===== src/rtl/world_clock_pkg.sv =====
// -----------------------------------------------------------------------------
// world_clock_pkg
// Shared constants and types for the world-clock blocks.
//   HOUR_W        : width of an hour value (0..23 fits in 5 bits)
//   HOURS_PER_DAY : wrap modulus for local-time arithmetic
//   OFFSET_MIN/MAX: legal range of a per-city UTC offset, in hours
//   DAY_W         : width of the signed day-shift field
//   sched_state_t : scheduler FSM states
//   DAY_*         : day-shift encodings (two's complement, 2 bits)
// -----------------------------------------------------------------------------
package world_clock_pkg;

   localparam int HOUR_W        = 5;
   localparam int HOURS_PER_DAY = 24;
   localparam int OFFSET_MIN    = -12;
   localparam int OFFSET_MAX    = 14;
   localparam int DAY_W         = 2;

   typedef enum logic [1:0] {
      ST_IDLE = 2'd0,
      ST_CALC = 2'd1,
      ST_DONE = 2'd2
   } sched_state_t;

   localparam logic [DAY_W-1:0] DAY_MINUS = 2'b11;
   localparam logic [DAY_W-1:0] DAY_SAME  = 2'b00;
   localparam logic [DAY_W-1:0] DAY_PLUS  = 2'b01;

   // True when a two's-complement offset lies inside the legal zone range.
   function automatic logic offset_in_range(input logic [HOUR_W-1:0] off);
      int v;
      v = int'($signed(off));
      return (v >= OFFSET_MIN) && (v <= OFFSET_MAX);
   endfunction

endpackage


===== src/rtl/hour12_24.sv =====
// -----------------------------------------------------------------------------
// hour12_24
// Combinational 24h -> display-hour converter.
//   hour_24   in  local hour 0..23
//   mode_12h  in  1 = 12-hour display
//   hour_disp out displayed hour (12h mode: 0..12, hour 0 stays 0)
//   is_pm     out PM flag (only ever set in 12-hour mode)
// -----------------------------------------------------------------------------
module hour12_24
   import world_clock_pkg::*;
(
   input  logic [HOUR_W-1:0] hour_24,
   input  logic              mode_12h,
   output logic [HOUR_W-1:0] hour_disp,
   output logic              is_pm
);

   always_comb begin
      // NOTE: every output gets a default first so no path leaves it unassigned (no latch).
      hour_disp = hour_24;
      is_pm     = 1'b0;
      if (mode_12h && (hour_24 >= HOUR_W'(12))) begin
         is_pm = 1'b1;
         if (hour_24 > HOUR_W'(12)) begin
            hour_disp = hour_24 - HOUR_W'(12);
         end
      end
   end

endmodule


===== src/rtl/tz_hour_scheduler.sv =====
// -----------------------------------------------------------------------------
// tz_hour_scheduler
// Holds a per-city UTC offset table and sweeps the slots one per cycle through
// a single shared 12/24 converter, producing per-slot local hour, PM flag and
// day shift. Owns the global 12/24 display mode.
//   clk, rst    : clock, synchronous active-high reset
//   utc_hour    : current UTC hour (>= 24 is treated as 0)
//   tick        : UTC hour changed (starts a sweep)
//   mode_btn    : toggles 12/24 mode (starts a sweep)
//   cfg_we/idx/offset : offset-table write; out-of-range writes are dropped
//   mode_12h    : current mode, 1 = 12-hour
//   hour_disp   : slot k at [5k+4:5k]
//   is_pm       : per-slot PM flag
//   day_off     : per-slot signed day shift at [2k+1:2k]
//   busy        : sweep in progress
//   done        : one-cycle pulse at end of sweep
// -----------------------------------------------------------------------------
module tz_hour_scheduler
   import world_clock_pkg::*;
#(
   parameter int N_CITY = 4,
   parameter int IDX_W  = $clog2(N_CITY)
) (
   input  logic                     clk,
   input  logic                     rst,
   input  logic [HOUR_W-1:0]        utc_hour,
   input  logic                     tick,
   input  logic                     mode_btn,
   input  logic                     cfg_we,
   input  logic [IDX_W-1:0]         cfg_idx,
   input  logic [HOUR_W-1:0]        cfg_offset,
   output logic                     mode_12h,
   output logic [HOUR_W*N_CITY-1:0] hour_disp,
   output logic [N_CITY-1:0]        is_pm,
   output logic [DAY_W*N_CITY-1:0]  day_off,
   output logic                     busy,
   output logic                     done
);

   localparam int                       SUM_W       = HOUR_W + 2;
   localparam logic [IDX_W-1:0]         LAST_IDX    = IDX_W'(N_CITY - 1);
   localparam logic [IDX_W:0]           N_CITY_V    = (IDX_W + 1)'(N_CITY);
   localparam logic [HOUR_W-1:0]        DAY_HOURS_U = HOUR_W'(HOURS_PER_DAY);
   localparam logic signed [SUM_W-1:0]  DAY_HOURS_S = SUM_W'(HOURS_PER_DAY);

   // Offset table (two's-complement hours) and per-slot result registers.
   logic [HOUR_W-1:0] offset_tab [N_CITY];
   logic [HOUR_W-1:0] disp_r     [N_CITY];
   logic              pm_r       [N_CITY];
   logic [DAY_W-1:0]  day_r      [N_CITY];

   sched_state_t      state;
   logic [IDX_W-1:0]  idx;
   logic [HOUR_W-1:0] utc_lat;
   logic              mode_lat;
   logic              pending;

   logic                    cfg_ok;
   logic                    ext_event;
   logic                    mode_next;
   logic [HOUR_W-1:0]       utc_clean;
   logic [HOUR_W-1:0]       cur_off;
   logic signed [SUM_W-1:0] sum;
   logic [HOUR_W-1:0]       local_hour;
   logic [DAY_W-1:0]        slot_day;
   logic [HOUR_W-1:0]       conv_disp;
   logic                    conv_pm;

   // Event decode. An out-of-range write is not an event at all.
   always_comb begin
      cfg_ok    = cfg_we && ({1'b0, cfg_idx} < N_CITY_V) && offset_in_range(cfg_offset);
      ext_event = tick || mode_btn || cfg_ok;
      // Mode the next sweep must use: the toggle lands on the same edge.
      mode_next = mode_12h ^ mode_btn;
      utc_clean = (utc_hour < DAY_HOURS_U) ? utc_hour : '0;
   end

   // Wrap arithmetic for the slot being computed. The table is read live, so
   // a write landing mid-sweep affects the slots not yet visited.
   always_comb begin
      cur_off    = offset_tab[idx];
      sum        = $signed({2'b00, utc_lat}) +
                   $signed({{2{cur_off[HOUR_W-1]}}, cur_off});
      local_hour = sum[HOUR_W-1:0];
      slot_day   = DAY_SAME;
      if (sum[SUM_W-1]) begin
         local_hour = HOUR_W'(sum + DAY_HOURS_S);
         slot_day   = DAY_MINUS;
      end else if (sum >= DAY_HOURS_S) begin
         local_hour = HOUR_W'(sum - DAY_HOURS_S);
         slot_day   = DAY_PLUS;
      end
   end

   hour12_24 u_conv (
      .hour_24   (local_hour),
      .mode_12h  (mode_lat),
      .hour_disp (conv_disp),
      .is_pm     (conv_pm)
   );

   // NOTE: sequential state uses non-blocking assignments so every register
   // samples pre-edge values regardless of statement order.
   always_ff @(posedge clk) begin
      if (rst) begin
         state    <= ST_IDLE;
         idx      <= '0;
         utc_lat  <= '0;
         mode_lat <= 1'b0;
         pending  <= 1'b1;          // forces one sweep after reset release
         mode_12h <= 1'b0;
         busy     <= 1'b0;
         done     <= 1'b0;
         // NOTE: the table and result arrays are reset explicitly; a reset
         // mid-sweep must clear partially written slots and zero all offsets.
         for (int k = 0; k < N_CITY; k++) begin
            offset_tab[k] <= '0;
            disp_r[k]     <= '0;
            pm_r[k]       <= 1'b0;
            day_r[k]      <= DAY_SAME;
         end
      end else begin
         done <= 1'b0;

         if (mode_btn) begin
            mode_12h <= ~mode_12h;
         end
         if (cfg_ok) begin
            offset_tab[cfg_idx] <= cfg_offset;
         end

         case (state)
            ST_IDLE: begin
               if (ext_event || pending) begin
                  state    <= ST_CALC;
                  busy     <= 1'b1;
                  utc_lat  <= utc_clean;
                  mode_lat <= mode_next;
                  idx      <= '0;
                  pending  <= 1'b0;
               end
            end

            ST_CALC: begin
               disp_r[idx] <= conv_disp;
               pm_r[idx]   <= conv_pm;
               day_r[idx]  <= slot_day;
               if (ext_event) begin
                  pending <= 1'b1;
               end
               if (idx == LAST_IDX) begin
                  state <= ST_DONE;
                  done  <= 1'b1;
               end else begin
                  idx <= idx + 1'b1;
               end
            end

            ST_DONE: begin
               if (pending) begin
                  // Back-to-back sweep with fresh inputs, no IDLE cycle.
                  state    <= ST_CALC;
                  utc_lat  <= utc_clean;
                  mode_lat <= mode_next;
                  idx      <= '0;
                  pending  <= 1'b0;
               end else begin
                  state <= ST_IDLE;
                  busy  <= 1'b0;
                  if (ext_event) begin
                     pending <= 1'b1;
                  end
               end
            end

            default: begin
               state <= ST_IDLE;
               busy  <= 1'b0;
            end
         endcase
      end
   end

   // Flatten the per-slot registers onto the packed output buses.
   for (genvar k = 0; k < N_CITY; k++) begin : g_flat
      assign hour_disp[HOUR_W*k +: HOUR_W] = disp_r[k];
      assign is_pm[k]                      = pm_r[k];
      assign day_off[DAY_W*k +: DAY_W]     = day_r[k];
   end

endmodule


===== config.mk =====
export PLATFORM = sky130hd
export DESIGN_NAME = tz_hour_scheduler
export DESIGN_NICKNAME = d
export VERILOG_FILES = /design/src/rtl/world_clock_pkg.sv /design/src/rtl/hour12_24.sv /design/src/rtl/tz_hour_scheduler.sv
export SDC_FILE = /design/constraint.sdc
export NUM_CORES = 1
export LEC_CHECK = 0
export ABC_AREA = 1
export CORE_ASPECT_RATIO = 0.9
export CORE_MARGIN = 2
export CORE_UTILIZATION = 55
export CTS_CLUSTER_DIAMETER = 80
export DETAILED_ROUTE_END_ITERATION = 10
export PLACE_DENSITY = 0.81
export SETUP_SLACK_MARGIN = 0.4
export SLEW_MARGIN = 5
export SYNTH_ARGS = -nofsm -noshare
export SYNTH_HDL_FRONTEND = slang
export SYNTH_SLANG_ARGS = --single-unit

===== constraint.sdc =====
create_clock -name clk -period 9.7 [get_ports clk]
set_clock_uncertainty 0.1 [all_clocks]
set_input_delay 0.97 -clock clk [delete_from_list [all_inputs] [get_ports clk]]
set_output_delay 0.97 -clock clk [all_outputs]
set_load 0.02 [all_outputs]

==> results.toml <==
[status]
outcome = "finished clean"

[logic_synthesis]
synth_top_family_by_area = "simple AND/OR/NAND/NOR gates"
ys_ff_latch = 68
seq_area_frac_synth_pct = 56.0
synth_nets = 381
synth-simple-area-share_pct = 23.0
synth_fa_ha_area_share_pct = 5.43
syn_inst = 350
ys.warnings.count = 0
syn_area_mm2 = 0.00336
synth_compound_area_share_pct = 7.25
muxShareOfSynthArea_pct = 0
synthXorXnorAreaFrac_pct = 1.00
syn_avg_cell_area_um2 = 9.61
yosys.cell_types.count = 33

[floorplanning]
rows = 27
core_area_mm2 = 0.00601
ioPinCount = 52
initial_core_util_pct = 55.9
die_y_um = 78.2
die_x_um = 86.4
die-area_mm2 = 0.00676

[sta]
rsz0062_at_grt = "no"
finalSetupTns_ns = 0
post-route-min-period_ns = 3.84
finalCritPeriodShare_pct = 39.5
hold_viol_final = 0
worst_slew_pin_slew_ns = 1.19
setup_viol = 0
slew-limit-headroom_pct = 19.8
drv_slew = 0
fmax_mhz = 261

[clock_tree]
clock-sinks = 68
cts_tree = "built"
cts_hold_buffers = 0
path_clk_slew_ns = 0.08
cts-root-buf = "clkbuf_8"
clockBufferDepth = 2
htreeDepth = 3
clk_latency_ns = 0.35
cts_buffers = 9
cts_resized = 0
post_cts_buffers = 0

[final_layout]
area_delta_synth_final_pct = 22.1
nets = 436
diodes = 0
drive_gt1_share_pct = 11.0

[placed_design]
numPortBuffers = 51
gp_congestion = 0.874
dp_hpwl_um = 5120

[global_route]
track_usage_pct = 21.5
grt_start_max_net_pins = 14
grt_first_pass_wirelength_um = 11100
antenna_found_initial = 0
globalRouteOverflowTotal = 0
grt_pass1_vias = 2478

[power]
p_total_mw = 0.999
intPower_mw = 0.611
clkPwrFrac_pct = 22.9
ir_drop_v = 0.000138
swShare_pct = 38.8
p_leak_nw = 1.73
p_per_area_mw_per_mm2 = 243
p_switching_mw = 0.388
pwr-share-seq_pct = 36.8
p_comb_share_pct = 40.3

[setup_path]
worstSetupEndpointType = "flop"
critPathKind = "flop to flop"
startpoint_type = "flop"
critPathArrivalTime_ns = 3.83
worst-path-max-fanout = 11
critPathRequiredTime_ns = 9.70

[job]
max-cap-violations = 0

[routing]
ant_nets = 0
vias_per_cell = 5.27
wl_um = 6760
dr_total_vias = 2538
drtIter0Drc = 143
drc = 0
dr.pass1.iters = 4
routedWlPerCell_um = 14.0

[min_path]
hold_class = "flop to flop"
-- through the flow --
step	setup WS [ns]	std cells	util, %	hold slack [ns]	cell area [um^2]
floorplan	6.35	350	-	0.350	3360
global placement	6.05	466	65.1	0.357	3920
detailed placement	5.93	466	65.1	0.371	3920
CTS	5.90	482	68.3	0.380	4110
global route	5.44	482	68.3	0.393	4110
finish	5.86	482	68.3	0.378	4110
-- layout make-up --
class	count	area [um^2]
Inverter	53	199
Clock inverter	7	66.3
Clock buffer	9	124
Tap cell	72	90.1
Multi-Input combinational cell	222	1230
Sequential cell	68	1880
Fill cell	461	1910
Timing Repair Buffer	51	510
-- per-layer routing --
| layer | vias up | part of all wire (%) | global-route usage [%] | routed length (um) |
|---|---|---|---|---|
| li1 | 1279 | - | - | - |
| met1 | 1161 | 41 | 24.4 | 2780 |
| met2 | 83 | 50 | 36.6 | 3390 |
| met3 | 15 | 6.8 | 6.31 | 459 |
| met4 | 0 | 1.9 | 10.6 | 129 |
| met5 | - | 0 | 0 | 0 |
-- worst paths after layout --
path / slack [ns] / depth (start not counted) / from / to
worst min register to register: 0.38 / 2 / busy / busy
worst max-delay path: 5.86 / 25 / flop / disp_r[2][3]
worst max register to register: 5.86 / 25 / flop / disp_r[2][3]
worst min-delay path: 0.38 / 2 / busy / busy
-- state kept, by name (all words and copies together) (netlist names), named ones only --
signal / flops
disp_r: 20
offset_tab: 20
day_r: 8
utc_lat: 5
pm_r: 4
idx: 2
state: 2
busy: 1
done: 1
mode_12h: 1
mode_lat: 1
pending: 1
-- power by group through the flow --
stage	sequential [mW]	combinational (mW)	clock [mW]
after floorplan	0.388	0.283	0
after global placement	0.374	0.385	0
after detailed placement	0.375	0.399	0
after CTS	0.368	0.402	0.229
after global routing	0.372	0.449	0.242
final	0.368	0.403	0.228
-- synth_stat cells --
cell	instances	area share, %
o211a_1	1	0.30
o211ai_1	1	0.22
buf_6	1	0.33
a21oi_1	16	2.4
dfxtp_1	16	9.5
clkinv_1	1	0.11
o21ai_0	12	1.8
o21ai_1	1	0.15
edfxtp_1	52	46
nor2_1	62	6.9
inv_2	6	0.67
nor3_1	7	1.0
buf_4	4	0.89
nor2_2	3	0.56
nand3_1	17	2.5
nor2_4	1	0.33
clkbuf_1	2	0.22
o22ai_1	3	0.56
xnor2_2	1	0.48
nand2_2	7	1.3
o21bai_1	1	0.22
nand3_2	9	2.7
o31ai_1	1	0.22
a32oi_1	1	0.26
xor2_1	2	0.52
ha_1	13	4.8
a211oi_1	4	0.89
fa_1	1	0.60
o2111ai_1	1	0.26
nand2_1	48	5.4
nand4_1	5	0.93
nand2_4	4	1.3
inv_1	46	5.1
-- worst max-delay path, stage by stage (launching register included) --
cell     delay, ns
dfxtp_1       0.52
o21ai_0       0.14
o22ai_1       0.16
ha_1          0.20
inv_1         0.06
fa_1          0.42
inv_1         0.08
nand3_1       0.08
nand3_1       0.09
nand2_1       0.10
ha_1          0.21
inv_1         0.06
nand2_1       0.10
nor2_4        0.14
nand3_2       0.11
nand2_2       0.09
nand2_1       0.07
inv_1         0.06
ha_1          0.16
inv_1         0.04
nor2_1        0.13
nand2_1       0.11
nand3_1       0.10
nand2_1       0.06
nand3_2       0.13
nor2_1        0.05
-- logic make-up (layout without fill, tap and decap cells) --
kind of cell	after synthesis	in the layout
compound gates	42	42
xor+xnor	3	3
fa+ha+maj	14	14
buf+inv	60	120
flops	68	68
simple gates	163	163
-- layout by cell type (no fill, tap or decap), drive strengths merged --
master / count
o2111ai: 1
clkdlybuf4s50: 51
clkinvlp: 2
a32oi: 1
edfxtp: 52
fa: 1
o211ai: 1
dfxtp: 16
o21ai: 13
bufinv: 1
nand2: 59
o21bai: 1
nor3: 7
o211a: 1
clkinv: 4
xor2: 2
a21oi: 16
nor2: 66
inv: 53
nand3: 26
o22ai: 3
xnor2: 1
nand4: 5
ha: 13
o31ai: 1
clkbuf: 9
a211oi: 4
Power figures use the tool's default switching activity.
